==> config.mk <==
export PLATFORM = sky130hd
export DESIGN_NAME = par_chk_rx
export DESIGN_NICKNAME = d
export VERILOG_FILES = /design/src/rtl/par_chk_rx.sv
export SDC_FILE = /design/constraint.sdc
export NUM_CORES = 1
export LEC_CHECK = 0
export ABC_AREA = 1
export CORE_ASPECT_RATIO = 1.2
export CORE_MARGIN = 2
export CORE_UTILIZATION = 52
export DETAILED_ROUTE_END_ITERATION = 6
export PLACE_DENSITY = 0.79
export SYNTH_ARGS = -nofsm -noshare
export SYNTH_HDL_FRONTEND = slang
export SYNTH_SLANG_ARGS = --single-unit
==> constraint.sdc <==
create_clock -name clk -period 2.1 [get_ports clk]
set_input_delay 0.42 -clock clk [delete_from_list [all_inputs] [get_ports clk]]
set_output_delay 0.42 -clock clk [all_outputs]
set_load 0.01 [all_outputs]
==> src/rtl/par_chk_rx.sv <==
// Serial even-parity receiver: reassembles MSB-first {data, parity} codewords,
// reports parity and framing errors and keeps a saturating parity-error count.
module par_chk_rx #(
   parameter int DATA_W = 4,
   parameter int CNT_W  = 8
) (
   input  logic              clk,
   input  logic              rst_n,
   input  logic              sin_valid,
   input  logic              sin_bit,
   input  logic              sin_sof,
   input  logic              clr_cnt,
   output logic [DATA_W-1:0] dout,
   output logic              dout_valid,
   output logic              par_err,
   output logic              frm_err,
   output logic [CNT_W-1:0]  err_cnt,
   output logic              busy
);

   localparam int BC_W = $clog2(DATA_W + 1);

   localparam logic [1:0] IDLE = 2'd0;
   localparam logic [1:0] DATA = 2'd1;
   localparam logic [1:0] PAR  = 2'd2;

   logic [1:0]        state, state_n;
   logic [DATA_W-1:0] shreg, shreg_n;
   logic [BC_W-1:0]   bit_cnt, bit_cnt_n;
   logic              par_acc, par_acc_n;
   logic              done_n;
   logic              frm_n;

   always_comb begin
      state_n   = state;
      shreg_n   = shreg;
      bit_cnt_n = bit_cnt;
      par_acc_n = par_acc;
      done_n    = 1'b0;
      frm_n     = 1'b0;
      if (sin_valid) begin
         if (sin_sof) begin
            // A start bit always begins a new codeword, aborting any partial one.
            frm_n     = (state != IDLE);
            shreg_n   = '0;
            shreg_n[0] = sin_bit;
            bit_cnt_n = BC_W'(1);
            par_acc_n = sin_bit;
            state_n   = (DATA_W == 1) ? PAR : DATA;
         end else begin
            case (state)
               DATA: begin
                  shreg_n   = (shreg << 1) | DATA_W'(sin_bit);
                  bit_cnt_n = bit_cnt + BC_W'(1);
                  par_acc_n = par_acc ^ sin_bit;
                  if (bit_cnt == BC_W'(DATA_W - 1))
                     state_n = PAR;
               end
               PAR: begin
                  done_n    = 1'b1;
                  par_acc_n = par_acc ^ sin_bit;
                  bit_cnt_n = '0;
                  state_n   = IDLE;
               end
               default: ;
            endcase
         end
      end
   end

   always_ff @(posedge clk or negedge rst_n) begin
      if (!rst_n) begin
         state   <= IDLE;
         shreg   <= '0;
         bit_cnt <= '0;
         par_acc <= 1'b0;
         busy    <= 1'b0;
         frm_err <= 1'b0;
      end else begin
         state   <= state_n;
         shreg   <= shreg_n;
         bit_cnt <= bit_cnt_n;
         par_acc <= par_acc_n;
         busy    <= (state_n != IDLE);
         frm_err <= frm_n;
      end
   end

   // Completion stage: result registers and the error counter share one edge.
   always_ff @(posedge clk or negedge rst_n) begin
      if (!rst_n) begin
         dout       <= '0;
         par_err    <= 1'b0;
         dout_valid <= 1'b0;
         err_cnt    <= '0;
      end else begin
         dout_valid <= done_n;
         if (done_n) begin
            dout    <= shreg;
            par_err <= par_acc_n;
         end
         if (clr_cnt)
            err_cnt <= '0;
         else if (done_n && par_acc_n && (err_cnt != '1))
            err_cnt <= err_cnt + CNT_W'(1);
      end
   end

endmodule
==> qor.csv <==
stage;metric;value;unit
clocking;clkLatencyLatePin;330;ps
worst_setup_path;path_class;flop to output port;
cells_and_area;layout.cells.non_filler;205;
status;outcome;finished clean;
timing;tightest_slew;430.4;ps
route;drt_iter0_drc;22;
timing;setup_viol_count_final;0;
clocking;root_buffer;clkbuf_4;
clocking;cts_tree;done;
yosys;syn_area_per_cell;8.725;µm²
grt;grt_first_pass_wirelength;4.298;mm
worst_setup_path;cp.buffers_inverters;1;
yosys;synth_ff_type;dfrtp_1;
worst_setup_path;crit_required;1680;ps
yosys;synth.largest_area_cell;dfrtp_1;
power_and_ir_drop;ir_drop;638.9;µV
power_and_ir_drop;p_leak;0.8296;nW
route;drtPass1Iterations;4;
clocking;cts_made_buffers;3;
cells_and_area;utilization;68.96;%
flow_run;cap_violations;0;
route;wirelength;2.469;mm
min_path;min_path_type;primary input to async pin;
clocking;post_cts_buffers;0;
floorplanning;die_area;2936;µm²
clocking;htreeDepth;1;
clocking;cts_sinks;26;
route;drcViolationCount;0;
worst_setup_path;r2r_setup_slack;410;ps
worst_setup_path;reg2reg_from;state[1]$_DFF_PN0_;
yosys;yosys_warnings;0;
floorplanning;die_h;58.96;µm
worst_setup_path;critPathMaxFanout;6;
timing;setup_slack;298.5;ps
timing;max_freq;555.1;MHz
cells_and_area;num-nets-final;187;
grt;grt_overflow;0;
floorplanning;start_util;56.18;%
worst_setup_path;path_cells;clkdlybuf4s50_1;
worst_setup_path;cpPeakStageDelay;570;ps
timing;final.setup.tns;0;ps
cells_and_area;num_antenna_cells;0;
place;place_ws;124.8;ps
timing;relSlewSlack;71.28;%
place;numPortBuffers;21;
worst_setup_path;ff2ff_path_depth;9;
cells_and_area;final_cell_mix;31 x nand2_1, 26 x dfrtp_1, 24 x inv_1;
clocking;clk_transition_reported_paths;140;ps
floorplanning;die_w;49.80;µm
worst_setup_path;crit_slowest_cell;clkdlybuf4s50_1;
timing;fin_crit_sh;85.78;%
worst_setup_path;worst_setup_path_start_kind;flop;
yosys;synth-async-reset-ratio;100.0;%
floorplanning;core;2330;µm²
cells_and_area;drive_above_1_share;6.897;%
timing;maxSlewViolCount;0;
yosys;synth_enable_flop_cells;0;
clocking;cts_resized;0;
worst_setup_path;endpoint_kind;output port;
floorplanning;rows;19;
yosys;synthCells;150;
timing;skew;12.58;ps
route;vias_per_cell;5.117;
power_and_ir_drop;powerDensity;952.6;nW/µm²
yosys;ys_seq_area_share;49.71;%
place;dpl.hpwl;1.762;mm
yosys;yosys-top-cells-area;dfrtp_1 50%, nand2_1 8.9%, nand3_1 8.4%;
route;ant_nets;0;
timing;period_minus_slack;1801;ps
cells_and_area;final_common_cell;nand2_1;
yosys;synth_top_area_share;49.71;%
place;gp_congestion;0.7610;
grt;grt_pass1_vias;1052;
worst_setup_path;cp_data_arrival_time;1380;ps
grt;antenna_found_initial;0;
clocking;cts.path.max_buffers;2;
timing;grt_setup_unrepaired;no;
route;dr_total_vias;1049;
clocking;cts_hold_buf;0;
timing;hold_viol_final;0;
cells_and_area;syn_to_final_growth;22.75;%
grt;grt_max_degree;27;
route;routedWlPerCell;12.04;µm
yosys;ys_types;26;
place;dpl.cell_count;201;
yosys;ys_ff_latch;26;
worst_setup_path;cp_top_family;buffers and inverters;
worst_setup_path;r2r-end;err_cnt[6]$_DFFE_PN0P_;
yosys;syn-num-nets;162;
yosys;synth_area;1309;µm²
floorplanning;ios;22;
grt;grt_util_all_layers;19.46;%
[cell type report]
cell class                      count  area (µm²)
Fill cell                         205       723.2
Sequential cell                    26       650.6
Multi-Input combinational cell     97       553.0
Timing Repair Buffer               22       217.7
Inverter                           25       93.84
Tap cell                           31       38.79
Clock inverter                      1       30.03
Clock buffer                        3       22.52
[stage by stage]
stage / area (µm²) / hold slack [ps] / total power (W)
floorplan: 1309 / 124.4 / 0.0009877
global placement: 1554 / 464.7 / 0.001171
detailed placement: 1554 / 472.3 / 0.001197
CTS: 1607 / 445.6 / 0.001549
global route: 1607 / 477.1 / 0.001639
finish: 1607 / 438.4 / 0.001530
[worst max path at each step]
stage / start / end / slack, ps / cells past startpoint
2_1_floorplan: state[0]$_DFF_PN0_ / err_cnt[5]$_DFFE_PN0P_ / 650 / 9
3_3_place_gp: sin_valid / err_cnt[6]$_DFFE_PN0P_ / 170 / 7
3_5_place_dp: sin_valid / err_cnt[6]$_DFFE_PN0P_ / 120 / 6
4_1_cts: err_cnt[2]$_DFFE_PN0P_ / err_cnt[2] / 280 / 1
5_1_grt: err_cnt[2]$_DFFE_PN0P_ / err_cnt[2] / 250 / 1
6_report: err_cnt[2]$_DFFE_PN0P_ / err_cnt[2] / 300 / 1
[state kept, by name, summed over array words and instances (netlist names)]
register,flops
err_cnt,8
frm_err,1
shreg,4
state,2
dout_valid,1
par_err,1
dout,4
bit_cnt,3
par_acc,1
busy,1
[Yosys cell counts, types with 2 or more instances]
library cell / instances
a21oi_1: 2
dfrtp_1: 26
ha_1: 6
inv_1: 24
nand2_1: 31
nand3_1: 22
nand4_1: 2
nor2_1: 6
o21ai_0: 8
o22ai_1: 3
xor2_1: 5
[logic make-up after synthesis]
kind of cell	count (synthesis)	synth area share [%]
xor gates and xnor gates	5	3.346
AOI/OAI and AO/OA	17	7.457
buffers and inverters	27	8.031
adders and majority gates	6	5.736
and+or+nand+nor	69	25.72
DFF	26	49.71
[worst register-to-register path, cell delays in order, from the launching register on]
cell,delay [ps]
dfrtp_1,420
inv_1,110
ha_1,280
nor2_2,140
nor2_1,50
nand2_1,120
nand3_2,130
nor2_4,190
nand3_1,100
nand2_1,90
[report_power, final]
group          switching (W)  leakage (nW)  total, W  internal [W]
Sequential         0.0000607         0.341  0.000683      0.000623
Combinational       0.000269         0.460  0.000504      0.000235
Clock               0.000149        0.0279  0.000343      0.000193
[routing by layer]
metal / GRT usage, % / part of all wire [%] / wire, µm / up-vias
met5: 0 / 0 / 0 / -
met4: 12.70 / 3.2 / 78 / 0
met3: 2.792 / 3.8 / 93 / 7
met2: 34.67 / 49 / 1220 / 30
met1: 21.72 / 44 / 1077 / 481
li1: - / - / - / 531
Power figures use the tool's default switching activity.
